### config.mk
export PLATFORM = sky130hd
export DESIGN_NAME = uart_rx_ctrl_flat
export DESIGN_NICKNAME = d
export VERILOG_FILES = /design/src/rtl/uart_rx_ctrl_if.sv /design/src/rtl/uart_rx_ctrl.sv /design/src/flat_wrapper.sv
export SDC_FILE = /design/constraint.sdc
export NUM_CORES = 1
export LEC_CHECK = 0
export CAP_MARGIN = 10
export CORE_UTILIZATION = 40
export CTS_CLUSTER_DIAMETER = 200
export DETAILED_ROUTE_END_ITERATION = 7
export SLEW_MARGIN = 20
export SYNTH_ARGS = -nofsm -noshare
export SYNTH_HDL_FRONTEND = slang
export SYNTH_SLANG_ARGS = --single-unit
### constraint.sdc
create_clock -name rx_clk -period 6.35 [get_ports rx_clk]
set_input_delay 1.905 -clock rx_clk [delete_from_list [all_inputs] [get_ports rx_clk]]
set_output_delay 1.905 -clock rx_clk [all_outputs]
set_load 0.05 [all_outputs]
### src/rtl/uart_rx_ctrl_if.sv
// Receiver-side and consumer-side signals of the UART receive controller.
// m_valid/m_ready: a head entry transfers on every rising edge where both are high.
interface uart_rx_ctrl_if #(
   parameter int WIDTH = 8
);
   logic             uart_ready;
   logic             uart_error;
   logic [WIDTH-1:0] uart_data;
   logic             m_valid;
   logic             m_ready;
   logic [WIDTH-1:0] m_data;

   modport master (
      output uart_ready, uart_error, uart_data, m_ready,
      input  m_valid, m_data
   );

   modport slave (
      input  uart_ready, uart_error, uart_data, m_ready,
      output m_valid, m_data
   );
endinterface

### src/rtl/uart_rx_ctrl.sv
// Captures one byte per UART frame-done pulse into a small FIFO, counting
// error frames and flagging overflow. Single clock, synchronous active-low reset.
module uart_rx_ctrl #(
   parameter int WIDTH = 8,
   parameter int DEPTH = 8
) (
   input  logic        rx_clk,
   input  logic        rx_reset,
   uart_rx_ctrl_if.slave bus,
   output logic [4:0]  fifo_count,
   output logic [7:0]  err_count,
   output logic        ovf,
   input  logic        clr_stat,
   output logic [1:0]  dbg_state_o
);

   localparam int PW = (DEPTH > 1) ? $clog2(DEPTH) : 1;
   localparam logic [4:0] FULL = 5'(DEPTH);

   typedef enum logic [1:0] {
      ST_SYNC  = 2'd0,
      ST_ARMED = 2'd1,
      ST_BUSY  = 2'd2
   } state_t;

   state_t           state_q, state_d;
   logic [PW-1:0]    wr_ptr_q, wr_ptr_d;
   logic [PW-1:0]    rd_ptr_q, rd_ptr_d;
   logic [4:0]       count_q, count_d;
   logic [7:0]       err_q, err_d;
   logic             ovf_q, ovf_d;
   logic [WIDTH-1:0] mem_q [DEPTH];

   logic capture, push, pop, full;

   always_comb begin
      state_d  = state_q;
      wr_ptr_d = wr_ptr_q;
      rd_ptr_d = rd_ptr_q;
      count_d  = count_q;
      err_d    = err_q;
      ovf_d    = ovf_q;

      full    = (count_q == FULL);
      capture = (state_q == ST_ARMED) && bus.uart_ready;
      pop     = (count_q != 5'd0) && bus.m_ready;
      // A full FIFO still accepts a byte when the head leaves in the same cycle.
      push    = capture && !bus.uart_error && (!full || pop);

      case (state_q)
         ST_SYNC:  if (!bus.uart_ready) state_d = ST_ARMED;
         ST_ARMED: if (bus.uart_ready)  state_d = ST_BUSY;
         ST_BUSY:  if (!bus.uart_ready) state_d = ST_ARMED;
         default:  state_d = ST_SYNC;
      endcase

      if (push) wr_ptr_d = wr_ptr_q + PW'(1);
      if (pop)  rd_ptr_d = rd_ptr_q + PW'(1);

      case ({push, pop})
         2'b10:   count_d = count_q + 5'd1;
         2'b01:   count_d = count_q - 5'd1;
         default: count_d = count_q;
      endcase

      if (clr_stat) begin
         err_d = 8'd0;
         ovf_d = 1'b0;
      end else begin
         if (capture && bus.uart_error && (err_q != 8'hFF)) err_d = err_q + 8'd1;
         if (capture && !bus.uart_error && full && !pop)    ovf_d = 1'b1;
      end
   end

   always_ff @(posedge rx_clk) begin
      if (!rx_reset) begin
         state_q  <= ST_SYNC;
         wr_ptr_q <= '0;
         rd_ptr_q <= '0;
         count_q  <= 5'd0;
         err_q    <= 8'd0;
         ovf_q    <= 1'b0;
      end else begin
         state_q  <= state_d;
         wr_ptr_q <= wr_ptr_d;
         rd_ptr_q <= rd_ptr_d;
         count_q  <= count_d;
         err_q    <= err_d;
         ovf_q    <= ovf_d;
         if (push) mem_q[wr_ptr_q] <= bus.uart_data;
      end
   end

   assign bus.m_valid = (count_q != 5'd0);
   assign bus.m_data  = (count_q != 5'd0) ? mem_q[rd_ptr_q] : '0;
   assign fifo_count  = count_q;
   assign err_count   = err_q;
   assign ovf         = ovf_q;
   assign dbg_state_o = state_q;

endmodule

### src/flat_wrapper.sv
// flat-port wrapper written by rule: the top's interface ports become plain ports
module uart_rx_ctrl_flat 
#(
   parameter int WIDTH = 8,
   parameter int DEPTH = 8
)
  (rx_clk, rx_reset, fifo_count, err_count, ovf, clr_stat, dbg_state_o, bus_uart_ready, bus_uart_error, bus_uart_data, bus_m_ready, bus_m_valid, bus_m_data);
  uart_rx_ctrl_if #(.WIDTH(WIDTH)) bus_i ();
  input  logic rx_clk;
  input  logic rx_reset;
  output logic [4:0] fifo_count;
  output logic [7:0] err_count;
  output logic ovf;
  input  logic clr_stat;
  output logic [1:0] dbg_state_o;
  input wire logic [$bits(bus_i.uart_ready)-1:0] bus_uart_ready;
  input wire logic [$bits(bus_i.uart_error)-1:0] bus_uart_error;
  input wire logic [$bits(bus_i.uart_data)-1:0] bus_uart_data;
  input wire logic [$bits(bus_i.m_ready)-1:0] bus_m_ready;
  output wire logic [$bits(bus_i.m_valid)-1:0] bus_m_valid;
  output wire logic [$bits(bus_i.m_data)-1:0] bus_m_data;
  assign bus_i.uart_ready = bus_uart_ready;
  assign bus_i.uart_error = bus_uart_error;
  assign bus_i.uart_data = bus_uart_data;
  assign bus_i.m_ready = bus_m_ready;
  assign bus_m_valid = bus_i.m_valid;
  assign bus_m_data = bus_i.m_data;
  uart_rx_ctrl #(.WIDTH(WIDTH), .DEPTH(DEPTH)) u_core (.rx_clk(rx_clk), .rx_reset(rx_reset), .bus(bus_i), .fifo_count(fifo_count), .err_count(err_count), .ovf(ovf), .clr_stat(clr_stat), .dbg_state_o(dbg_state_o));
endmodule
==> impl_metrics.yaml, run 1 <==
status:
  run_status: "completed"
timing:
  fin_tns_setup_ns: 0
  max-slew-margin-rel_pct: 39.9
  maximum_clock_skew_at_final_layout_ns: 0.00857
  final-hold-violation-count: 0
  max_transition_viols_final: 0
  max_clock_freq_mhz: 212
  rsz0062_at_grt: "no"
  setup-violations-final: 0
  layout_min_cycle_time_ns: 4.72
  final.period_utilization_pct: 74.3
  tightest_slew_ns: 0.898
route:
  drt_first_iter_violations: 75
  antenna_violating_nets_post_route: 0
  route.vias.total: 2208
  route.detailed.wl_per_inst_um: 17.1
  route.detailed.vias_per_inst: 5.37
  totalWireLength_mm: 7.04
  drt_first_pass_iters: 4
  post-route-drc-count: 0
placed_design:
  postPlaceCellArea_sq_um: 4290
  io_buffers: 38
  dp_hpwl_mm: 4.54
  gp_congestion: 0.799
global_routing:
  vias_in_the_first_global_route: 2213
  gr-usage-met1_pct: 20.5
  grt_busiest_layer: "met2"
  grt_max_degree: 17
  grt_first_pass_wirelength_mm: 11.4
  global_route.usage.total_pct: 15.7
  grt.overflow.total: 0
  gr-usage-met2_pct: 25.1
  grt_antenna_before_repair: 0
  global_route.usage.met3_pct: 4.26
power:
  power_density_nw_per_um2: 384
  power.leakage_nw: 1.44
  power_frac_seq_pct: 40.0
  power_report.internal_total_w: 0.00105
  max-vdd-ir-drop_uv: 247
  power_frac_clock_pct: 20.7
  p_sw_share_pct: 38.6
  share_of_power_burned_in_combinational_logic_pct: 39.2
  total_switching_power_w: 0.000662
synthesis:
  synth.yosys.seq_area_share_pct: 64.6
  syn_area_per_cell_sq_um: 14.8
  synthesis.instances: 254
  yosysUniqueCellTypes: 48
  post_synthesis_net_count: 275
  postSynth.topFlopCell: "edfxtp_1"
  postSynth.asyncResetShare_pct: 0
  ys_ff_latch: 89
  yosysWarningCount: 0
  syn-cell-area_sq_um: 3750
  edff_count_synth: 64
flow_run:
  cap_viol_max_count: 0
clock_tree:
  hold_buffers: 0
  cts_made_buffers: 9
  clock_tree.root_cell: "clkbuf_8"
  resized_after_cts: 0
  ctsHtreeMaxLevel: 3
  cts_tree: "yes"
  clk_transition_reported_paths_ns: 0.09
  post-cts-setup-buffers: 0
  numClockSinks: 89
  clockBufferDepth: 2
  worst_skew_pair.late_latency_ns: 0.36
cells_and_area:
  final_net_count: 319
  layout.cell_area.non_filler_sq_um: 4470
  insertedDiodeCount: 0
  layout-drive-gt1-share_pct: 16.2
  syn_to_final_growth_pct: 19.1
critical_path:
  startpoint_type: "primary input"
  critPathKind: "primary input to register"
  worst_ep_required_time_ns: 6.59
  crit_path_start: "bus_uart_ready"
  worstPathArrival_ns: 4.96
  endpoint_kind: "register"
  worstReg2RegStart: "u_core.fifo_count[4]"
  worst-path-max-fanout: 10
floorplanning:
  floorplan.rows: 34
  core_sq_um: 8890
  top_level_ports: 39
  die_h_um: 98.8
  fp.dieArea_sq_um: 9760
  initial_utilization_pct: 42.2
  die_w_um: 98.8
hold_path:
  min_path_type: "register to register"
  hold_path_startpoint: "u_core.ovf"
## cell usage after synthesis, drive strengths merged, types with 3 or more instances
master	count	area, sq um
buf	7	33.8
nor2	25	96.4
o21ai	6	33.8
clkbuf	5	18.8
xnor2	3	26.3
or3	3	18.8
inv	5	18.8
edfxtp	64	1920
a21oi	7	38.8
mux2i	12	120
nor3	8	40.0
nand3	7	35.0
ha	7	87.6
nand2b	5	31.3
xor2	5	43.8
nor4	3	18.8
nand2	11	43.8
mux4	16	360
dfxtp	25	500
## cell families (layout without fill, tap and decap cells)
logic type | Yosys count | count (layout) | synth area share (%)
and+or+nand+nor | 78 | 78 | 11.2
DFF | 89 | 89 | 64.6
xor gates and xnor gates | 8 | 8 | 1.87
AOI/OAI and AO/OA | 26 | 26 | 5.01
muxes | 28 | 28 | 12.8
adders and majority gates | 7 | 7 | 2.34
buffers and inverters | 18 | 67 | 2.14
## registers in the layout, summed over array words and instances (netlist names), named ones only
name / flops
u_core.wr_ptr_q: 3
u_core.mem_q: 64
u_core.err_count: 8
u_core.rd_ptr_q: 3
u_core.ovf: 1
u_core.fifo_count: 5
u_core.dbg_state_o: 2
## routing by layer
metal,part of all wire (%),wire (um)
met4,1.1,76
met1,49,3430
met5,0,0
met2,46,3220
met3,4.4,312
## placed cells by master, fill, tap and decap left out, types with 2 or more instances in the layout
cell type	Yosys	layout
edfxtp_1	64	64
clkdlybuf4s50_1	0	38
dfxtp_1	25	25
nor2_1	24	24
mux4_2	16	16
mux2i_1	12	12
nand2_1	10	10
clkbuf_8	0	9
nand3_1	7	7
nor3_1	8	7
ha_1	7	7
buf_4	1	7
a21oi_1	6	6
inv_1	5	5
nand2b_1	5	5
xor2_1	5	5
o21ai_0	5	5
nor4_2	0	3
xnor2_1	3	3
or3_1	3	3
or4_1	2	2
clkinv_4	1	2
a211oi_1	2	2
and4b_1	2	2
nand4b_1	2	2
a31oi_1	2	2
o211ai_1	2	2
nor4b_1	2	2
inv_6	0	2
## path summary, 6_finish.rpt
| check | end | slack (ns) | depth (start not counted) |
|---|---|---|---|
| worst min register to register | u_core.ovf | 0.49 | 2 |
| worst max register to register | u_core.fifo_count[4] | 2.96 | 9 |
| worst min-delay path | u_core.ovf | 0.49 | 2 |
| worst max-delay path | u_core.fifo_count[4] | 1.63 | 11 |
## power by group through the flow
stage | combinational (W) | sequential (W) | clock [W]
2_1_floorplan | 0.000464 | 0.000727 | 0
3_3_place_gp | 0.000679 | 0.000700 | 0
3_5_place_dp | 0.000681 | 0.000700 | 0
4_1_cts | 0.000682 | 0.000687 | 0.000367
5_1_grt | 0.000728 | 0.000692 | 0.000384
6_report | 0.000673 | 0.000687 | 0.000356
## critical path, stage by stage
cell and delay, ns:
clkdlybuf4s50_1 0.52, nor4bb_1 0.37, o21a_4 0.25, clkinv_4 0.10, ha_1 0.32, xor2_1 0.19
ha_1 0.21, a21o_1 0.18, o311ai_2 0.32, nor3_1 0.10, or4_1 0.50
## stage by stage
| stage | worst slack, ns | hold slack (ns) | utilization (%) | instances | power [W] |
|---|---|---|---|---|---|
| 3_5_place_dp | 1.24 | 0.467 | 48.2 | 395 | 0.00138 |
| 2_1_floorplan | 1.92 | 0.485 | - | 254 | 0.00119 |
| 3_3_place_gp | 1.30 | 0.469 | 48.2 | 395 | 0.00138 |
| 6_report | 1.63 | 0.486 | 50.2 | 411 | 0.00172 |
| 4_1_cts | 1.60 | 0.494 | 50.2 | 411 | 0.00174 |
| 5_1_grt | 1.45 | 0.541 | 50.2 | 411 | 0.00180 |
## final cells by class
type,instances,area (sq um)
flip-flops and latches,89,2420
clock inverters,6,50.0
clock buffers,10,128
fillers,780,4430
multi-input cells,147,1270
inverters,6,27.5
repair buffers,45,433
well taps,108,135
Note: power is estimated with default switching activity, not from simulation.
==> run 2, diff against run 1 <==
Clock period 6.35 ns to 3.9 ns, I/O delays scaled along.
==> impl_metrics.yaml, run 2 (same netlist as run 1, synthesis figures left out) <==
status:
  run_status: "completed"
critical_path:
  reg2regPathDepth: 11
  worstPathArrival_ns: 2.56
  worst-path-max-fanout: 7
  worst_ep_required_time_ns: 2.73
  endpoint_kind: "primary output"
  startpoint_type: "register"
  critPathKind: "register to primary output"
cells_and_area:
  largest_reg_flops: 64
  instances_no_fill: 428
  largest_register: "u_core.mem_q"
  fin_util_pct: 51.7
  insertedDiodeCount: 0
  final_common_cell: "edfxtp_1"
  layout.cell_area.non_filler_sq_um: 4600
  final_net_count: 336
  mostFrequentLayoutCells: "64 x edfxtp_1, 36 x clkdlybuf4s50_1, 26 x buf_4, 25 x dfxtp_1, 24 x nor2_1"
  layout-drive-gt1-share_pct: 20.6
  syn_to_final_growth_pct: 22.7
timing:
  layout_min_cycle_time_ns: 3.73
  rsz0062_at_grt: "no"
  final.period_utilization_pct: 95.6
  fin_tns_setup_ns: 0
  maximum_clock_skew_at_final_layout_ns: 0.0114
  max_clock_freq_mhz: 268
  max-slew-margin-rel_pct: 59.9
  final-hold-violation-count: 0
  tightest_slew_ns: 0.601
  setup-violations-final: 0
  max_transition_viols_final: 0
hold_path:
  min_path_cells: 2
  min_path_type: "register to register"
placed_design:
  io_buffers: 38
  number_of_placed_cells_counting_well_taps: 412
  dp_hpwl_mm: 4.60
  postPlaceCellArea_sq_um: 4410
  gp_congestion: 0.803
floorplanning:
  core_sq_um: 8890
  initial_utilization_pct: 42.2
  floorplan.rows: 34
  fp.dieArea_sq_um: 9760
  die_h_um: 98.8
  die_w_um: 98.8
  top_level_ports: 39
power:
  power.leakage_nw: 1.53
  p_sw_share_pct: 37.1
  power_frac_clock_pct: 21.2
  total_switching_power_w: 0.00109
  share_of_power_burned_in_combinational_logic_pct: 41.5
  power_density_nw_per_um2: 636
  power_frac_seq_pct: 37.3
  power_report.internal_total_w: 0.00184
  max-vdd-ir-drop_uv: 451
  total_power_w: 0.00293
clock_tree:
  clk_transition_reported_paths_ns: 0.08
  ctsHtreeMaxLevel: 3
  cts_made_buffers: 9
  post-cts-setup-buffers: 0
  resized_after_cts: 0
  clock_tree.root_cell: "clkbuf_8"
  clockBufferDepth: 2
  hold_buffers: 0
  worst_skew_pair.late_latency_ns: 0.35
  cts_tree: "yes"
  numClockSinks: 89
route:
  route.detailed.vias_per_inst: 5.29
  antenna_violating_nets_post_route: 0
  route.detailed.wl_per_inst_um: 16.6
  post-route-drc-count: 0
  totalWireLength_mm: 7.10
  route.vias.total: 2263
  drt_first_iter_violations: 93
  drt_first_pass_iters: 4
global_routing:
  global_route.usage.total_pct: 15.6
  grt_antenna_before_repair: 0
  grt_first_pass_wirelength_mm: 11.4
  grt.overflow.total: 0
  vias_in_the_first_global_route: 2288
  grt_max_degree: 17
flow_run:
  cap_viol_max_count: 0
-- run 2: critical path, stage by stage (launching register included) --
cell	delay (ns)
dfxtp_1	0.37
or4_1	0.62
nor2_2	0.24
buf_4	0.22
nor2_1	0.06
clkdlybuf4s50_1	0.70
-- run 2: area by class of cell --
cell class / count / area (sq um)
Fill cell: 759 / 4290
Sequential cell: 89 / 2420
Multi-Input combinational cell: 147 / 1260
Timing Repair Buffer: 62 / 556
Tap cell: 108 / 135
Clock buffer: 11 / 131
Clock inverter: 5 / 62.6
Inverter: 6 / 27.5
-- run 2: routing by layer --
layer  wire length [um]  up-vias  part of all wire (%)  track usage (%)
met5                  0        -                     0                0
met4                 70        0                  0.99             5.05
met3                341        5                   4.8             4.11
met2               3450       61                    49             26.5
met1               3240     1095                    46             19.4
li1                   -     1102                     -                -
-- run 2: power by group through the flow --
| stage | Sequential, W | Combinational, W | Clock [W] |
|---|---|---|---|
| after global placement | 0.00111 | 0.00121 | 0 |
| after CTS | 0.00109 | 0.00123 | 0.000646 |
| after floorplan | 0.00118 | 0.000755 | 0 |
| after global routing | 0.00110 | 0.00130 | 0.000679 |
| after detailed placement | 0.00111 | 0.00122 | 0 |
| final | 0.00109 | 0.00121 | 0.000621 |
-- run 2: path summary, 6_finish.rpt --
| check | slack (ns) | start | end |
|---|---|---|---|
| setup / recovery | 0.17 | u_core.fifo_count[4] | bus_m_data[7] |
| hold / removal | 0.48 | u_core.ovf | u_core.ovf |
| setup reg to reg | 0.57 | u_core.fifo_count[4] | u_core.fifo_count[4] |
| hold reg to reg | 0.48 | u_core.ovf | u_core.ovf |
-- run 2: per-stage QoR --
stage               hold slack [ns]  setup slack, ns
floorplan                     0.485            0.209
global placement              0.472          -0.0901
detailed placement            0.468           -0.164
CTS                           0.494            0.124
global route                  0.531           0.0587
finish                        0.484            0.170
